### src/rtl/mfa_ram_pkg.sv
// Shared types and helpers for the matrix RAM read scheduler.
// Holds the scheduler state encoding and the round-robin index search.
package mfa_ram_pkg;

    localparam int ADDR_LEN_DEF = 16;
    localparam int DATA_LEN_DEF = 8;
    localparam int MAX_REQ      = 32;

    typedef enum logic [0:0] {
        IDLE  = 1'b0,
        BURST = 1'b1
    } sched_state_e;

    // First set bit of vld[n-1:0] searching upward from ptr+1 with wrap; ptr when none set.
    function automatic int rr_next_idx(input logic [MAX_REQ-1:0] vld, input int ptr, input int n);
        int idx;
        int res;
        res = ptr;
        for (int i = n; i >= 1; i--) begin
            idx = ptr + i;
            if (idx >= n) begin
                idx = idx - n;
            end else begin
                idx = idx;
            end
            if (vld[idx[4:0]]) begin
                res = idx;
            end else begin
                res = res;
            end
        end
        return res;
    endfunction

endpackage

### src/rtl/ram_rd_sched_rr_arbiter.sv
// Combinational round-robin arbiter: one-hot grant to the first requester above ptr_i.
module rr_arbiter
    import mfa_ram_pkg::*;
#(
    parameter int NUM_REQ = 4,
    parameter int ID_W    = 2
) (
    input  logic [NUM_REQ-1:0] req_i,
    input  logic [ID_W-1:0]    ptr_i,
    output logic [NUM_REQ-1:0] gnt_o,
    output logic [ID_W-1:0]    gnt_id_o,
    output logic               any_o
);

    logic [MAX_REQ-1:0] req_ext_s;
    int                 win_s;

    // Winner search and one-hot grant decode
    always_comb begin
        req_ext_s                = '0;
        req_ext_s[NUM_REQ-1:0]   = req_i;
        win_s                    = rr_next_idx(req_ext_s, int'(ptr_i), NUM_REQ);
        any_o                    = |req_i;
        gnt_id_o                 = win_s[ID_W-1:0];
        gnt_o                    = '0;
        if (any_o) begin
            gnt_o[win_s[ID_W-1:0]] = 1'b1;
        end else begin
            gnt_o = '0;
        end
    end

endmodule

### src/rtl/ram_rd_sched.sv
// Burst read scheduler sharing one registered-read RAM port among NUM_REQ requesters.
// Optional macro RD_WR_FWD_EN forwards same-cycle write data onto a colliding read.
module ram_rd_sched
    import mfa_ram_pkg::*;
#(
    parameter int ADDR_LEN = ADDR_LEN_DEF,
    parameter int DATA_LEN = DATA_LEN_DEF,
    parameter int NUM_REQ  = 4,
    parameter int LEN_W    = 8,
    localparam int ID_W    = (($clog2(NUM_REQ) > 1) ? $clog2(NUM_REQ) : 1)
) (
    input  logic                        CLK,
    input  logic                        RST,
    input  logic [NUM_REQ-1:0]          req_vld,
    input  logic [NUM_REQ*ADDR_LEN-1:0] req_base,
    input  logic [NUM_REQ*LEN_W-1:0]    req_len,
    output logic [NUM_REQ-1:0]          req_rdy,
    input  logic                        wr_en_in,
    input  logic [ADDR_LEN-1:0]         wr_addr_in,
    input  logic [DATA_LEN-1:0]         wr_data_in,
    output logic                        ram_wr_en,
    output logic [ADDR_LEN-1:0]         ram_wr_addr,
    output logic [DATA_LEN-1:0]         ram_wr_data,
    output logic [ADDR_LEN-1:0]         ram_rd_addr,
    input  logic [DATA_LEN-1:0]         ram_q,
    output logic                        rsp_vld,
    output logic [ID_W-1:0]             rsp_id,
    output logic [DATA_LEN-1:0]         rsp_data,
    output logic                        rsp_last,
    output logic                        busy
);

    sched_state_e          state_q, state_d;
    logic [ID_W-1:0]       ptr_q, ptr_d;
    logic [ID_W-1:0]       id_q, id_d;
    logic [LEN_W-1:0]      len_q, len_d;
    logic [LEN_W-1:0]      cnt_q, cnt_d;
    logic [ADDR_LEN-1:0]   rd_addr_q, rd_addr_d;
    logic                  iss_q, iss_d;
    logic                  last_q, last_d;
    logic [ID_W-1:0]       rsp_id_q, rsp_id_d;
    logic [NUM_REQ-1:0]    req_rdy_s;

    logic [NUM_REQ-1:0]    gnt_s;
    logic [ID_W-1:0]       gnt_id_s;
    logic                  any_s;
    logic [ADDR_LEN-1:0]   sel_base_s;
    logic [LEN_W-1:0]      sel_len_s;

    rr_arbiter #(
        .NUM_REQ (NUM_REQ),
        .ID_W    (ID_W)
    ) u_arb (
        .req_i    (req_vld),
        .ptr_i    (ptr_q),
        .gnt_o    (gnt_s),
        .gnt_id_o (gnt_id_s),
        .any_o    (any_s)
    );

    // Select the winner's base address and length
    always_comb begin
        sel_base_s = '0;
        sel_len_s  = '0;
        for (int i = 0; i < NUM_REQ; i++) begin
            if (gnt_id_s == ID_W'(i)) begin
                sel_base_s = req_base[i*ADDR_LEN +: ADDR_LEN];
                sel_len_s  = req_len[i*LEN_W +: LEN_W];
            end else begin
                sel_base_s = sel_base_s;
                sel_len_s  = sel_len_s;
            end
        end
    end

    // Next-state logic: grant in IDLE, one read issue per cycle in BURST
    always_comb begin
        state_d   = state_q;
        ptr_d     = ptr_q;
        id_d      = id_q;
        len_d     = len_q;
        cnt_d     = cnt_q;
        rd_addr_d = rd_addr_q;
        iss_d     = 1'b0;
        last_d    = 1'b0;
        rsp_id_d  = rsp_id_q;
        req_rdy_s = '0;
        case (state_q)
            IDLE: begin
                if (any_s) begin
                    req_rdy_s = gnt_s;
                    ptr_d     = gnt_id_s;
                    id_d      = gnt_id_s;
                    len_d     = sel_len_s;
                    cnt_d     = '0;
                    rd_addr_d = sel_base_s;
                    state_d   = BURST;
                end else begin
                    state_d   = IDLE;
                end
            end
            BURST: begin
                iss_d    = 1'b1;
                last_d   = (cnt_q == len_q);
                rsp_id_d = id_q;
                if (cnt_q == len_q) begin
                    state_d = IDLE;
                end else begin
                    cnt_d     = cnt_q + LEN_W'(1);
                    rd_addr_d = rd_addr_q + ADDR_LEN'(1);
                end
            end
            default: begin
                state_d = IDLE;
            end
        endcase
    end

    // State and pipeline registers
    always_ff @(posedge CLK) begin
        if (RST) begin
            state_q   <= IDLE;
            ptr_q     <= ID_W'(NUM_REQ - 1);
            id_q      <= '0;
            len_q     <= '0;
            cnt_q     <= '0;
            rd_addr_q <= '0;
            iss_q     <= 1'b0;
            last_q    <= 1'b0;
            rsp_id_q  <= '0;
        end else begin
            state_q   <= state_d;
            ptr_q     <= ptr_d;
            id_q      <= id_d;
            len_q     <= len_d;
            cnt_q     <= cnt_d;
            rd_addr_q <= rd_addr_d;
            iss_q     <= iss_d;
            last_q    <= last_d;
            rsp_id_q  <= rsp_id_d;
        end
    end

`ifdef RD_WR_FWD_EN
    logic                fwd_hit_q;
    logic [DATA_LEN-1:0] fwd_data_q;

    // Capture a write hitting the address being issued this cycle
    always_ff @(posedge CLK) begin
        if (RST) begin
            fwd_hit_q  <= 1'b0;
            fwd_data_q <= '0;
        end else begin
            fwd_hit_q  <= (state_q == BURST) && wr_en_in && (wr_addr_in == rd_addr_q);
            fwd_data_q <= wr_data_in;
        end
    end

    assign rsp_data = fwd_hit_q ? fwd_data_q : ram_q;
`else
    assign rsp_data = ram_q;
`endif

    // No accept pulse while reset is asserted, since the edge would discard it
    assign req_rdy     = RST ? '0 : req_rdy_s;
    assign ram_wr_en   = wr_en_in;
    assign ram_wr_addr = wr_addr_in;
    assign ram_wr_data = wr_data_in;
    assign ram_rd_addr = rd_addr_q;
    assign rsp_vld     = iss_q;
    assign rsp_last    = last_q;
    assign rsp_id      = rsp_id_q;
    assign busy        = (state_q == BURST);

endmodule

### config.mk
export PLATFORM = sky130hd
export DESIGN_NAME = ram_rd_sched
export DESIGN_NICKNAME = d
export VERILOG_FILES = /design/src/rtl/mfa_ram_pkg.sv /design/src/rtl/ram_rd_sched_rr_arbiter.sv /design/src/rtl/ram_rd_sched.sv
export SDC_FILE = /design/constraint.sdc
export NUM_CORES = 1
export LEC_CHECK = 0
export CAP_MARGIN = 20
export CORE_MARGIN = 10
export CORE_UTILIZATION = 39
export CTS_CLUSTER_SIZE = 24
export DETAILED_ROUTE_END_ITERATION = 8
export PLACE_DENSITY = 0.82
export SKIP_CTS_REPAIR_TIMING = 1
export SLEW_MARGIN = 10
export SYNTH_ARGS = -nofsm -noshare
export SYNTH_HDL_FRONTEND = slang
export SYNTH_HIERARCHICAL = 1
export SYNTH_SLANG_ARGS = --single-unit
### constraint.sdc
create_clock -name CLK -period 4.35 [get_ports CLK]
set_input_delay 0.6525 -clock CLK [delete_from_list [all_inputs] [get_ports CLK]]
set_output_delay 0.6525 -clock CLK [all_outputs]
set_load 0.1 [all_outputs]
# Word-level counts from Yosys, hierarchy flattened
# Cells that the tools add are included.
# classes
addsub	10
magnitude_cmp	10
n_eq_ne	6
mux	39
n_bitwise	1
reduce_logical	6
# ops
cell	n
$ge A32 B4 Y1 const B	4
$mux W16	6
$mux W8	6
$pmux W16 S2	1
$lt A5 B6 Y1 const B	4
$bmux W1 S5	4
$mux W5	4
$add A16 B1 Y16 const B	1
$pmux W8 S2	1
$mux W4	3
$sub A3 B3 Y4 const B	3
$add A8 B1 Y8 const B	1
$eq A8 B8 Y1	1
$mux W1	8
$mux W2	4
$add A2 B2 Y3 const B	2
$sub A4 B3 Y5 const B	1
$add A2 B3 Y4 const B	1
$eq A2 B2 Y1 const B	2
$ne A2 B2 Y1 const B	2
$reduce_and A2 Y1	2
$reduce_or A4 Y1	1
$add A2 B1 Y3 const B	1
$lt A2 B3 Y1 const B	1
other kinds (8)	8
# totals
register_bits	41
in_bits	135
out_inout_bits	58
word_cells	81

# Logic depth before layout (Yosys ltp)
# Gate-level depths: netlist of run 1.
# logic_depth
ltp_word	16
mapped_depth	14

# Hierarchy
# The synthesis of run 1 kept the hierarchy.
# by_module_without_submodules
module	n_inst	cells_per_inst	area_per_inst_um2	seq_area_each_um2
ram_rd_sched	1	318	3037.9	820.8
rr_arbiter	1	45	330.3	0.0

# Least setup slack after synthesis of run 1
# Ideal clock, no wire load.
# synth_path
path_type	register to output
from	reg ptr_q[0]
to	out req_rdy[2]
arrival_time_ps	2791
t_required_ps	3697
setup_slack_ps	906
stages_incl_launch_ff	11
cell_sequence	dfxtp_1 > buf_6 > inv_1 > ha_1 > buf_2 > mux2i_1 > or3_2 > nand2b_1 > o311ai_2 > and3_2 > and2_1
# synth_via
elab_chain_len	16
# synth_lines
element	line_no	source
from (decl)	ram_rd_sched.sv:34	logic [ID_W-1:0] ptr_q, ptr_d;
from (signal assigned)	ram_rd_sched.sv:123	ptr_q <= ID_W'(NUM_REQ - 1);
from (signal assigned)	ram_rd_sched.sv:133	ptr_q <= ptr_d;
$add A2 B3 Y4	mfa_ram_pkg.sv:20	idx = ptr + i;
$ge A32 B4 Y1 / $sub A4 B3 Y5 (equally long branches)	mfa_ram_pkg.sv:21, mfa_ram_pkg.sv:22	
$mux W5	mfa_ram_pkg.sv:21	if (idx >= n) begin
$bmux W1 S5	mfa_ram_pkg.sv:26	if (vld[idx[4:0]]) begin
$mux W1 (not written as such)	mfa_ram_pkg.sv:26	
$mux W2 (3 in a row)	mfa_ram_pkg.sv:26	
$mux W2 *	mfa_ram_pkg.sv:26	
net gnt_id_s[1]	ram_rd_sched.sv:45	logic [ID_W-1:0] gnt_id_s;
$lt A2 B3 Y1 (not written as such) / $ge A2 B1 Y1 (equally long branches)	ram_rd_sched_rr_arbiter.sv:27	gnt_o[win_s[ID_W-1:0]] = 1'b1;
$logic_and A1 B1 Y1 (not written as such)	ram_rd_sched_rr_arbiter.sv:27	
$mux W1 (not written as such)	ram_rd_sched_rr_arbiter.sv:27	
$demux W1 S2 *	n/a	
net gnt_s[2]	ram_rd_sched.sv:44	logic [NUM_REQ-1:0] gnt_s;
$mux W4 *	ram_rd_sched.sv:90	if (any_s) begin
$mux W4 *	ram_rd_sched.sv:88	case (state_q)
$mux W4 *	ram_rd_sched.sv:165	assign req_rdy = RST ? '0 : req_rdy_s;
to (decl)	ram_rd_sched.sv:17	output logic [NUM_REQ-1:0] req_rdy,
# Mark *: on every way through the listed nets, which the timed path passes. The rest lies on a longest branch. The select of a mux whose other input is x is not followed.

# Worst setup path after layout of run 1
# Same ends and word-level chain as after synthesis.

==> results of run 1 <==
==> flip-flops by register name, summed over array words and instances (netlist names) <==
| register | count |
|---|---|
| busy | 1 |
| cnt_q | 8 |
| id_q | 2 |
| len_q | 8 |
| ptr_q | 2 |
| ram_rd_addr | 16 |
| rsp_id | 2 |
| rsp_last | 1 |
| rsp_vld | 1 |
==> metrics by stage <==
| stage | worst slack [ps] | hold slack (ps) |
|---|---|---|
| final | 433.7 | 464.0 |
| after global routing | 190.5 | 498.1 |
| after CTS | 412.0 | 468.3 |
| after detailed placement | 550.8 | 456.5 |
| after global placement | 628.1 | 443.0 |
| after floorplan | 906.3 | 436.0 |
==> worst paths after layout <==
kind	endpoint	slack (ps)	depth (start not counted)
worst max-delay path	req_rdy[2]	430	10
worst min-delay path	id_q[1]	460	2
worst max register to register	ram_rd_addr[9]	810	10
worst min register to register	id_q[1]	460	2
==> power groups by stage <==
stage	sequential, mW	combinational, mW	clock (mW)
floorplan	1.20	1.87	0
global placement	0.688	2.81	0
detailed placement	0.699	2.86	0
CTS	0.691	2.87	0.281
global route	0.718	3.04	0.298
finish	0.692	2.84	0.278
==> per-layer routing <==
| layer | global-route usage [%] | routed length [um] | share of wire (%) | vias up |
|---|---|---|---|---|
| met5 | 0 | 0 | 0 | - |
| met4 | 6.768 | 287 | 2.9 | 0 |
| met3 | 4.226 | 622 | 6.2 | 30 |
| met2 | 27.61 | 5382 | 54 | 102 |
| met1 | 15.52 | 3756 | 37 | 1488 |
| li1 | - | - | - | 1475 |
==> Yosys cell counts (all sizes together), types with 4 or more instances <==
cell    count  area share, %
buf        45            9.7
nand2      45            5.3
dfxtp      41             24
a21oi      32            4.8
mux4       24             16
clkbuf     13            1.4
a31oi      12            2.2
nor2       12            1.3
inv        10            1.1
mux2i      10            3.0
nand3      10            1.8
xnor2      10            2.6
a211oi      8            2.2
a221oi      8            2.5
xor2        8            2.1
a21o        7            1.6
ha          7            2.6
o21ai       6           0.89
and2        5           0.93
and3        4           0.78
nand2b      4           0.74
nor2b       4           0.74
nor3        4           0.59
or3         4           0.78
==> worst max-delay path, stage by stage (launching register included) <==
cell	delay, ps
dfxtp_1	630
inv_1	160
ha_1	460
mux2i_1	330
or3_2	180
nand2b_1	80
o311ai_4	300
buf_4	290
and3_2	200
and2_1	160
buf_12	180
==> layout make-up <==
class	instances	share of cell area, %
clock buffer	7	2.093
clock inverter	1	0.1087
inverter	11	0.8970
multi-input combinational	253	46.86
sequential	41	17.83
tap	105	2.854
timing repair buffer	133	29.36
==> cell usage in the layout (no fill, tap or decap), types with 3 or more instances in the layout <==
master and n:
inv_1 9, or3_1 3, nor2_1 12, o211ai_1 3
nand3_1 8, nand2_1 43, ha_1 7, clkbuf_8 7
and2_1 5, nand2b_1 4, a211oi_2 3, o21ai_0 6
mux4_2 24, buf_12 4, buf_4 8, and3_1 3
a21o_1 7, xor2_1 8, nor3_1 4, a221oi_1 6
mux2i_1 10, xnor2_1 10, dfxtp_1 41, a211oi_1 5
a21oi_1 32, nor2b_1 4, a2111oi_4 3, a31oi_1 12
clkdlybuf4s50_1 121
==> cells by family after synthesis <==
group,after synthesis
flops,41
compound gates,90
fa+ha+maj,7
buf+inv,69
simple gates,101
xor+xnor,18
mux,37
==> flow_summary.toml, run 1 <==
[sta]
grt_setup_unrepaired = "false"
setup_viol_count_final = 0
finalCriticalPeriod_ps = 3916
hold_viol = 0
slew-limit-headroom_pct = 30.91
setup_tns_ps = 0
fmax_mhz = 255.3
slew_viol_final = 0
worst_pin_slew_ps = 1033
period_share_pct = 90.03
clock-skew-final_ps = 6.354

[die]
coreArea_um2 = 8299
core.rowCount = 33
ioPinCount = 193
die-height_um = 112.9
initial_core_util_pct = 40.58
die_w_um = 112.9
dieArea_um2 = 12750

[synth]
yosys_most_used_dff = "dfxtp_1"
syn_inst = 363
yosys.area_share.adder_pct = 2.600
synth_compound_area_share_pct = 20.47
synthArstFlopShare_pct = 0
synth-xor-area-share_pct = 4.681
muxShareOfSynthArea_pct = 20.13
synth.net_count = 505
synth_warnings = 6
ys_types = 56
ys_ff_latch = 41
yosysSeqAreaShare_pct = 24.37
avgSynthCellArea_um2 = 9.279
mappedNetlistArea_um2 = 3368
synth-simple-area-share_pct = 15.34
synth_top_family_by_area = "compound AO/OA/AOI/OAI gates"
synth_edf_count = 0

[power_and_ir_drop]
power_frac_clock_pct = 7.3
power_mw = 3.812
power_frac_seq_pct = 18.2
p_int_mw = 1.831
leakage_nw = 1.713
p_comb_share_pct = 74.5
p_sw_mw = 1.980
swShare_pct = 51.96
powerDensity_nw_per_um2 = 828.0
peakVddDrop_uv = 712.0

[finish]
antenna_cells = 0
final_util_pct = 55.47
final_area_um2 = 4603
seq_area_um2 = 820.8
final_cell_count_no_fill = 551
fillers = 706
final_layout_size_suffix_gt1_share_pct = 14.80
nets = 587
multi_input_area_um2 = 2157
synthToLayoutAreaGrowth_pct = 36.66

[worst_setup_path]
arrival_ps = 3260
crit_path_max_fanout = 18
path_class = "reg -> out"
r2r-start = "ptr_q[0]"
worst_setup_path_start_kind = "flop"
cp_data_required_time_ps = 3700
critPathCaptureType = "output pin"
timing.critical_path.from = "ptr_q[0]"

[clocking]
cts_buffer_depth = 2
clockRootBuffer = "clkbuf_8"
htree_levels = 2
clk_pin_slew_worst_paths_ps = 80
clkLatencyLatePin_ps = 290
cts_sinks = 41
cts_made_buffers = 5
cts_tree = "done"

[placement]
hpwl_mm = 8.178
place.gp.congestion = 0.8367
placed_cells = 543
dpl_cell_area_um2 = 4502
port_buffers = 126

[grt]
grt_pass1_vias = 3319
antenna_found_initial = 0
grt_pass1_wl_mm = 16.23
grtUsageTotal_pct = 15.06
grt_max_degree = 43
grt_overflow = 0

[routing]
wl_per_cell_um = 18.24
final_antenna_net_count = 0
drt_iter0_drc = 166
avgViaCountPerCell = 5.617
vias = 3095
first_pass_iters = 4
routed_wl_mm = 10.05
route.detailed.drc = 0

[run_status]
status = "finished clean"

[worst_hold_path]
hold_path.class = "reg -> reg"
worstHoldStart = "id_q[1]"

[flow_run]
maxCapViolCount = 0
Power figures use the tool's default switching activity.
==> run 2: changes to the inputs <==
Settings changed: CORE_UTILIZATION 39 to 35, PLACE_DENSITY 0.82 to 0.78.
Clock period 4.35 ns to 3.2 ns, I/O delays scaled along.
==> flow_summary.toml, run 2 (same netlist as run 1, synthesis figures left out) <==
[run_status]
status = "finished clean"

[worst_setup_path]
r2r_cells = 12
arrival_ps = 2680
cp_data_required_time_ps = 2720
critPathMaxStageDelay_ps = 420
path_class = "reg -> out"
cpMaxStageDelayCell = "a221o_1"
regToRegSetupSlack_ps = 130
r2r-start = "ptr_q[0]"
path_cells = "buf_12, mux2_4, a222oi_1, o211ai_1, a221o_1, inv_2, buf_12, nor3_1, and2_4, buf_12"
crit_path_max_fanout = 5
worst_setup_path_start_kind = "flop"
reg2reg_to = "ram_rd_addr[3]"
critPathCaptureType = "output pin"
critical_path.most_common_cell = "buf_12"

[routing]
drt_iter0_drc = 166
route.detailed.drc = 0
vias = 3196
wl_per_cell_um = 18.21
routed.top_layer = "met4"
wl_met1_mm = 4.037
avgViaCountPerCell = 5.380
dr_wl_met2_mm = 5.866
first_pass_iters = 4
wl_met3_um = 684
final_antenna_net_count = 0
routed_wl_mm = 10.82

[worst_hold_path]
hold_depth = 2
hold_path.class = "reg -> reg"
worstHoldStart = "id_q[1]"
min_to = "id_q[1]"

[grt]
grtUsageTotal_pct = 14.67
grt_pass1_wl_mm = 17.15
grt_max_degree = 30
grt_overflow = 0
antenna_found_initial = 0
grt_pass1_vias = 3395

[finish]
final_cell_count_no_fill = 594
final_layout_size_suffix_gt1_share_pct = 25.81
antenna_cells = 0
final_cell_mix = "clkdlybuf4s50_1 (99), nand2_1 (42), dfxtp_1 (40), buf_4 (40), a21oi_1 (31)"
nets = 606
final_common_cell = "clkdlybuf4s50_1"
synthToLayoutAreaGrowth_pct = 45.28
largest_reg_flops = 16

[die]
die_w_um = 118.1
ioPinCount = 193
dieArea_um2 = 13950
initial_core_util_pct = 36.11
core.rowCount = 35
die-height_um = 118.1
coreArea_um2 = 9328

[sta]
period_share_pct = 98.69
slew-limit-headroom_pct = 40.31
fmax_mhz = 316.6
slew_viol_final = 0
setup_viol_count_final = 0
hold_viol = 0
clock-skew-final_ps = 5.277
grt_setup_unrepaired = "true"
finalCriticalPeriod_ps = 3158
hold_ws_ps = 460.7
worst_pin_slew_ps = 888.7
postLayoutSetupSlackWorst_ps = 41.91

[clocking]
clkLatencyLatePin_ps = 300
clockRootBuffer = "clkbuf_8"
cts_buffer_depth = 2
cts_made_buffers = 5
cts_sinks = 41
cts_tree = "done"
clk_pin_slew_worst_paths_ps = 80
htree_levels = 2

[power_and_ir_drop]
peakVddDrop_uv = 818.0
powerDensity_nw_per_um2 = 1188
leakage_nw = 1.897
power_mw = 5.815

[placement]
placed_cells = 579
place.gp.congestion = 0.8704
port_buffers = 126
pre_cts_slack_ps = -191.5
hpwl_mm = 8.528

[flow_run]
maxCapViolCount = 0
-- run 2: cell count changes in the layout (fill, tap and decap cells not counted), moves of 3 or more --
cell | previous run | this run
a211oi_2 | 3 | 6
clkdlybuf4s50_1 | 121 | 99
buf_12 | 4 | 8
a211oi_1 | 5 | 2
buf_4 | 8 | 40
and2_1 | 5 | 1
and2_4 | 0 | 4
-- run 2: critical path, delay by kind of cell (launching register included) --
kind | cells | cell delay, ps
AOI/OAI and AO/OA | 3 | 980
buffers and inverters | 4 | 500
DFF | 1 | 390
muxes | 1 | 290
and+or+nand+nor | 2 | 200
-- run 2: worst max path at each step --
stage | startpoint | end | slack [ps] | cells after the start
after detailed placement | req_vld[1] | ram_rd_addr[10] | -190 | 11
after CTS | ptr_q[0] | req_rdy[2] | -260 | 9
after global placement | req_vld[1] | ram_rd_addr[10] | -120 | 11
after floorplan | ptr_q[0] | ram_rd_addr[9] | -10 | 13
final | ptr_q[0] | req_rdy[0] | 40 | 10
after global routing | ptr_q[0] | req_rdy[0] | -80 | 10
-- run 2: layout make-up --
| class | instances | area (um^2) |
|---|---|---|
| well taps | 129 | 161.4 |
| flip-flops and latches | 41 | 824.5 |
| clock inverters | 2 | 37.54 |
| inverters | 11 | 41.29 |
| repair buffers | 152 | 1524 |
| fillers | 817 | 4434 |
| multi-input cells | 253 | 2222 |
| clock buffers | 6 | 82.58 |
-- run 2: stage by stage --
step	instance area, um^2	util [%]	TNS [ps]
finish	4893	52.46	0
global route	4893	52.46	-266.9
CTS	4735	50.76	-834.7
detailed placement	4614	49.47	-2045
global placement	4614	49.47	-404.9
floorplan	3381	-	-11.12
-- run 2: report_power, final --
part	switching [mW]	internal, mW	total, mW
Combinational	2.44	1.99	4.43
Sequential	0.227	0.709	0.936
Clock	0.195	0.254	0.449
Total	2.86	2.95	5.81
-- run 2: metal layers --
layer	GRT usage, %	vias to the layer above
met2	26.70	120
met3	4.365	26
met5	0	-
li1	-	1513
met1	15.57	1537
met4	5.332	0
